## config.mk

```make
export PLATFORM = sky130hd
export DESIGN_NAME = field_sampler_flat
export DESIGN_NICKNAME = d
export VERILOG_FILES = /design/src/rtl/field_sampler_pkg.sv /design/src/rtl/field_sampler_if.sv /design/src/rtl/field_sampler_q_sat_add.sv /design/src/rtl/field_sampler.sv /design/src/flat_wrapper.sv
export SDC_FILE = /design/constraint.sdc
export NUM_CORES = 1
export LEC_CHECK = 0
export ABC_CLOCK_PERIOD_IN_PS = 3400
export CAP_MARGIN = 15
export CORE_MARGIN = 2
export CORE_UTILIZATION = 48
export DETAILED_ROUTE_END_ITERATION = 10
export GPL_TIMING_DRIVEN = 0
export PLACE_DENSITY = 0.77
export SKIP_CTS_REPAIR_TIMING = 1
export SYNTH_ARGS = -nofsm -noshare
export SYNTH_HDL_FRONTEND = slang
export SYNTH_SLANG_ARGS = --single-unit
```

## constraint.sdc

```tcl
create_clock -name clk -period 3.4 [get_ports clk]
set_input_delay 0.51 -clock clk [delete_from_list [all_inputs] [get_ports clk]]
set_output_delay 0.51 -clock clk [all_outputs]
set_load 0.03 [all_outputs]
```

## src/rtl/field_sampler_pkg.sv

```systemverilog
// field_sampler_pkg: Q16.15 constants, sample type and scan FSM states shared by the sampler slice.
package field_sampler_pkg;
    localparam int Q_FRAC = 15;
    typedef logic [31:0] q16_15_t;
    localparam q16_15_t Q_ONE = 32'h0000_8000;
    localparam q16_15_t Q_SAT = 32'h7FFF_FFFF;
    typedef enum logic [2:0] {IDLE, ISSUE, SETTLE, WAIT, ACCUM, WRITE, MOVE} fs_state_t;
endpackage

```

## src/rtl/field_sampler_if.sv

```systemverilog
// field_sampler_if: metaball sample bus plus framebuffer write port driven by the sampler.
interface field_sampler_if #(
    parameter int N_BALLS = 3,
    parameter int W_PX = 32,
    parameter int H_PX = 64
);
    localparam int AW = $clog2(W_PX * H_PX);
    logic px_stb;
    logic [31:0] p_x;
    logic [31:0] p_y;
    logic mov_en;
    logic [N_BALLS-1:0] mb_vld;
    logic [N_BALLS-1:0][31:0] mb_out;
    logic wr_en;
    logic [AW-1:0] wr_addr;
    logic wr_data;
    modport master (output px_stb, p_x, p_y, mov_en, wr_en, wr_addr, wr_data, input mb_vld, mb_out);
    modport slave (input px_stb, p_x, p_y, mov_en, wr_en, wr_addr, wr_data, output mb_vld, mb_out);
endinterface

```

## src/rtl/field_sampler_q_sat_add.sv

```systemverilog
// q_sat_add: unsigned Q16.15 add clamped to Q_SAT; an operand with bit31 set counts as saturated.
module q_sat_add
    import field_sampler_pkg::*;
(
    input  q16_15_t a,
    input  q16_15_t b,
    output q16_15_t s
);
    logic [32:0] raw;
    assign raw = {1'b0, a} + {1'b0, b};
    assign s = (a[31] | b[31] | raw[32] | raw[31]) ? Q_SAT : raw[31:0];
endmodule

```

## src/rtl/field_sampler.sv

```systemverilog
// field_sampler: raster-scan sampler; per pixel strobes all metaballs, sums their contributions,
// thresholds into one framebuffer bit, and pulses mov_en once after the last pixel of a frame.
module field_sampler
    import field_sampler_pkg::*;
#(
    parameter int N_BALLS = 3,
    parameter int W_PX = 32,
    parameter int H_PX = 64,
    parameter q16_15_t THRESH = Q_ONE,
    parameter int TIMEOUT = 255
) (
    input  logic clk,
    input  logic rst,
    input  logic frame_stb,
    field_sampler_if.master bus,
    output logic busy,
    output logic [1:0] err
);
    localparam int AW = $clog2(W_PX * H_PX);
    localparam int XW = $clog2(W_PX);
    localparam int YW = $clog2(H_PX);
    localparam int IW = N_BALLS > 1 ? $clog2(N_BALLS) : 1;
    localparam int TW = $clog2(TIMEOUT + 1);

    fs_state_t state;
    logic [XW-1:0] x;
    logic [YW-1:0] y;
    logic [TW-1:0] wcnt;
    logic [IW-1:0] idx;
    q16_15_t sum;
    q16_15_t add_s;
    q16_15_t cap [N_BALLS];
    logic [AW-1:0] addr;
    logic x_last;
    logic last_px;

    q_sat_add u_add (.a(sum), .b(cap[idx]), .s(add_s));

    assign x_last = x == XW'(W_PX - 1);
    assign last_px = x_last && y == YW'(H_PX - 1);
    assign addr = AW'(int'(y) * W_PX + int'(x));
    assign bus.p_x = 32'(x) << Q_FRAC;
    assign bus.p_y = 32'(y) << Q_FRAC;

    always_ff @(posedge clk) begin
        if (rst) begin
            state <= IDLE;
            bus.px_stb <= 1'b0;
            bus.mov_en <= 1'b0;
            bus.wr_en <= 1'b0;
            bus.wr_data <= 1'b0;
            bus.wr_addr <= '0;
            busy <= 1'b0;
            err <= '0;
            x <= '0;
            y <= '0;
            wcnt <= '0;
            idx <= '0;
            sum <= '0;
            for (int i = 0; i < N_BALLS; i++) cap[i] <= '0;
        end else begin
            if (frame_stb && state != IDLE) err[1] <= 1'b1;
            case (state)
                IDLE: if (frame_stb) begin
                    state <= ISSUE;
                    bus.px_stb <= 1'b1;
                    busy <= 1'b1;
                end
                ISSUE: begin
                    state <= SETTLE;
                    bus.px_stb <= 1'b0;
                    wcnt <= '0;
                end
                SETTLE: begin
                    state <= WAIT;
                    wcnt <= wcnt + 1'b1;
                end
                WAIT: if (&bus.mb_vld) begin
                    for (int i = 0; i < N_BALLS; i++) cap[i] <= bus.mb_out[i];
                    sum <= '0;
                    idx <= '0;
                    state <= ACCUM;
                end else if (wcnt == TW'(TIMEOUT)) begin
                    // a missing ball forces the pixel on rather than stalling the frame
                    err[0] <= 1'b1;
                    sum <= Q_SAT;
                    bus.wr_en <= 1'b1;
                    bus.wr_addr <= addr;
                    bus.wr_data <= Q_SAT >= THRESH;
                    state <= WRITE;
                end else begin
                    wcnt <= wcnt + 1'b1;
                end
                ACCUM: begin
                    sum <= add_s;
                    idx <= idx + 1'b1;
                    if (idx == IW'(N_BALLS - 1)) begin
                        bus.wr_en <= 1'b1;
                        bus.wr_addr <= addr;
                        bus.wr_data <= add_s >= THRESH;
                        state <= WRITE;
                    end
                end
                WRITE: begin
                    bus.wr_en <= 1'b0;
                    if (last_px) begin
                        x <= '0;
                        y <= '0;
                        bus.mov_en <= 1'b1;
                        state <= MOVE;
                    end else begin
                        x <= x_last ? '0 : x + 1'b1;
                        y <= x_last ? y + 1'b1 : y;
                        bus.px_stb <= 1'b1;
                        state <= ISSUE;
                    end
                end
                MOVE: begin
                    bus.mov_en <= 1'b0;
                    busy <= 1'b0;
                    state <= IDLE;
                end
                default: state <= IDLE;
            endcase
        end
    end
endmodule

```

## src/flat_wrapper.sv

```systemverilog
// flat-port wrapper written by rule: the top's interface ports become plain ports
module field_sampler_flat import field_sampler_pkg::*;
#(
    parameter int N_BALLS = 3,
    parameter int W_PX = 32,
    parameter int H_PX = 64,
    parameter q16_15_t THRESH = Q_ONE,
    parameter int TIMEOUT = 255
)
  (clk, rst, frame_stb, busy, err, bus_px_stb, bus_p_x, bus_p_y, bus_mov_en, bus_wr_en, bus_wr_addr, bus_wr_data, bus_mb_vld, bus_mb_out);
  field_sampler_if #(.N_BALLS(N_BALLS), .W_PX(W_PX), .H_PX(H_PX)) bus_i ();
  input  logic clk;
  input  logic rst;
  input  logic frame_stb;
  output logic busy;
  output logic [1:0] err;
  output wire logic [$bits(bus_i.px_stb)-1:0] bus_px_stb;
  output wire logic [$bits(bus_i.p_x)-1:0] bus_p_x;
  output wire logic [$bits(bus_i.p_y)-1:0] bus_p_y;
  output wire logic [$bits(bus_i.mov_en)-1:0] bus_mov_en;
  output wire logic [$bits(bus_i.wr_en)-1:0] bus_wr_en;
  output wire logic [$bits(bus_i.wr_addr)-1:0] bus_wr_addr;
  output wire logic [$bits(bus_i.wr_data)-1:0] bus_wr_data;
  input wire logic [$bits(bus_i.mb_vld)-1:0] bus_mb_vld;
  input wire logic [$bits(bus_i.mb_out)-1:0] bus_mb_out;
  assign bus_px_stb = bus_i.px_stb;
  assign bus_p_x = bus_i.p_x;
  assign bus_p_y = bus_i.p_y;
  assign bus_mov_en = bus_i.mov_en;
  assign bus_wr_en = bus_i.wr_en;
  assign bus_wr_addr = bus_i.wr_addr;
  assign bus_wr_data = bus_i.wr_data;
  assign bus_i.mb_vld = bus_mb_vld;
  assign bus_i.mb_out = bus_mb_out;
  field_sampler #(.N_BALLS(N_BALLS), .W_PX(W_PX), .H_PX(H_PX), .THRESH(THRESH), .TIMEOUT(TIMEOUT)) u_core (.clk(clk), .rst(rst), .frame_stb(frame_stb), .bus(bus_i), .busy(busy), .err(err));
endmodule
```

==> flow_summary.json <==
{
  "clock_skew_ns": 0.0129,
  "fin_crit_sh_pct": 110,
  "io_buffers": 129,
  "gr-total-overflow": 0,
  "worst_slew_pin_slew_ns": 0.952,
  "pwr-share-seq_pct": 43.5,
  "worstSetupStartpointType": "register",
  "htree_levels": 4,
  "grt_pass1_vias": 7408,
  "rows": 51,
  "crit_arrival_ns": 4.08,
  "timing.fmax_mhz": 267,
  "drt-pass1-iter-count": 7,
  "hold_viol": 0,
  "fillers": 1522,
  "violations": "setup timing",
  "drv_cap": 0,
  "wl_per_cell_um": 17.0,
  "crit_type": "reg -> reg",
  "grt.total_usage_pct": 22.4,
  "final_common_cell": "clkdlybuf4s50_1",
  "cts.path.max_buffers": 2,
  "status": "finished, violations left",
  "drc": 0,
  "combPwrFrac_pct": 20.4,
  "synth-xor-area-share_pct": 2.45,
  "drt_iter0_markers": 832,
  "ioPinCount": 184,
  "antenna_left": 0,
  "cts_buffers": 17,
  "async_flop_share_pct": 0,
  "p_switching_uw": 1640,
  "cts_tree": "done",
  "power.internal_uw": 3740,
  "pwr-share-clk_pct": 36.1,
  "yosys_warnings": 0,
  "power.leakage_uw": 0.00525,
  "design_area_um2": 12700,
  "p_per_area_nw_per_um2": 424,
  "synthCells": 1009,
  "via_per_inst": 5.54,
  "insertion_delay_ns": 0.44,
  "ctsRootBufferMaster": "clkbuf_16",
  "hold_path.class": "reg -> reg",
  "synth_fa_ha_area_share_pct": 5.25,
  "whs_path_depth": 2,
  "synth-seq-area-share_pct": 45.6,
  "slew_headroom_pct": 36.5,
  "synth_top_area_share_pct": 29.8,
  "antenna-diode-count": 0,
  "worst-r2r-cell-count": 14,
  "crit_fanout": 10,
  "clock-sinks": 172,
  "required_ns": 3.74,
  "grt_max_degree": 47,
  "grt_pass1_wl_mm": 38.1,
  "layout_common_cells": "129 x clkdlybuf4s50_1, 104 x and3_1, 97 x nand2_1, 96 x edfxtp_1, 75 x buf_4",
  "synth_flop_cell": "edfxtp_1",
  "ys_seq_elements": 172,
  "maxSlewViolCount": 0,
  "synth_area_leaders": "edfxtp_1 30%, dfxtp_1 16%, and3_1 6.7%, ha_1 5.0%, mux2i_1 5.0%",
  "die_area_um2": 21300,
  "dieHeight_um": 146,
  "end_kind": "register",
  "antenna_found_initial": 0,
  "synth_top_family_by_area": "simple AND/OR/NAND/NOR gates",
  "vias": 8372,
  "initial_utilization_pct": 49.4,
  "rsz0062_at_grt": "true",
  "yosys.area_share.simple_pct": 18.9,
  "synth.avg_cell_area_um2": 9.58,
  "synth_compound_area_share_pct": 15.5,
  "fin_tns_setup_ns": -7.58,
  "core_region_area_um2": 19600,
  "mappedNetlistArea_um2": 9670,
  "setup_violations": 32,
  "period_minus_slack_ns": 3.74,
  "fin_nets": 1376,
  "hold_slack_ns": 0.454,
  "layout-drive-gt1-share_pct": 15.3,
  "fin_ws_ns": -0.342,
  "synth_cell_types": 69,
  "die_w_um": 146,
  "synth_edf_count": 96,
  "synthMuxAreaShare_pct": 5.09,
  "dp_hpwl_mm": 18.7,
  "wl_mm": 25.8,
  "syn2layout_area_growth_pct": 31.3,
  "dpl-instance-area_um2": 11500,
  "clkTransAtPathRegs_ns": 0.08,
  "dpl_worst_slack_ns": -1.19,
  "routabilityCongestion": 0.890,
  "swShare_pct": 30.5,
  "synth_top_area_cell": "edfxtp_1",
  "vdd_drop_max_mv": 0.400
}
==> cells in the mapped netlist, types with 14 or more instances <==
cell      instances
a21oi_1          54
and3_1          104
buf_4            53
clkbuf_1         54
dfxtp_1          76
edfxtp_1         96
ha_1             39
inv_1            15
mux2i_1          48
nand2_1          97
nand3_1          23
nor2_1           75
nor3_1           15
o21a_1           14
o21ai_0          70
xor2_1           16
==> worst paths after layout <==
| check | start | to | slack (ns) |
|---|---|---|---|
| min reg2reg | u_core.sum[10] | u_core.sum[10] | 0.45 |
| max reg2reg | register | u_core.sum[17] | -0.34 |
| max | register | u_core.sum[17] | -0.34 |
| min | u_core.sum[10] | u_core.sum[10] | 0.45 |
==> layout make-up <==
type                    instances  area, µm²  area share [%]
plain buffers                 109        674            5.31
inverters                      15       60.1           0.473
repair buffers                156       1550            12.2
clock inverters                15        173            1.36
clock buffers                  17        425            3.35
multi-input cells             763       5060            39.9
well taps                     265        332            2.61
flip-flops and latches        172       4410            34.8
==> flip-flops by register name (all words and copies together) (netlist names), 3 cells and up, named ones only <==
signal	flops
u_core.y	6
u_core.bus.wr_addr	11
u_core.sum	32
u_core.state	3
u_core.x	5
u_core.cap	96
u_core.wcnt	8
==> power by group through the flow <==
stage	sequential, µW	clock (µW)	combinational, µW
final	2340	1940	1100
after CTS	2330	1950	984
after global routing	2350	2030	1180
after global placement	2380	0	957
after floorplan	2390	0	663
after detailed placement	2380	0	978
==> logic make-up (layout without fill, tap and decap cells) <==
kind of cell    after synthesis  count (layout)
compound gates              231             231
xor+xnor                     27              27
fa+ha+maj                    40              40
buf+inv                     126             312
flops                       172             172
mux                          49              49
other cells                   1              53
simple gates                363             363
==> worst max-delay path, stage by stage, from the launching register on <==
cell and delay (ns):
dfxtp_4 0.42, buf_6 0.19, mux2i_1 0.10, o21ai_0 0.37, ha_2 0.43, a211oi_1 0.37, o211ai_1 0.16, a21boi_1 0.22
o221ai_1 0.21, o21bai_1 0.24, o211a_1 0.28, o21ai_4 0.12, buf_12 0.19, buf_4 0.13, o221a_2 0.21
==> layer usage <==
layer	part of all wire (%)	up-vias	wire length [µm]	GRT usage, %
li1	-	4032	-	-
met2	46	368	11900	35.4
met5	0	-	0	0
met1	45	3913	11600	31.2
met3	6.1	59	1570	3.48
met4	2.4	0	611	8.14
==> metrics by stage <==
| stage | power (µW) | instances | util (%) |
|---|---|---|---|
| finish | 5380 | 1512 | 64.8 |
| global route | 5560 | 1512 | 64.8 |
| CTS | 5270 | 1489 | 61.9 |
| detailed placement | 3360 | 1457 | 58.9 |
| global placement | 3340 | 1455 | 58.7 |
| floorplan | 3050 | 1061 | - |
Note: power is estimated with default switching activity, not from simulation.
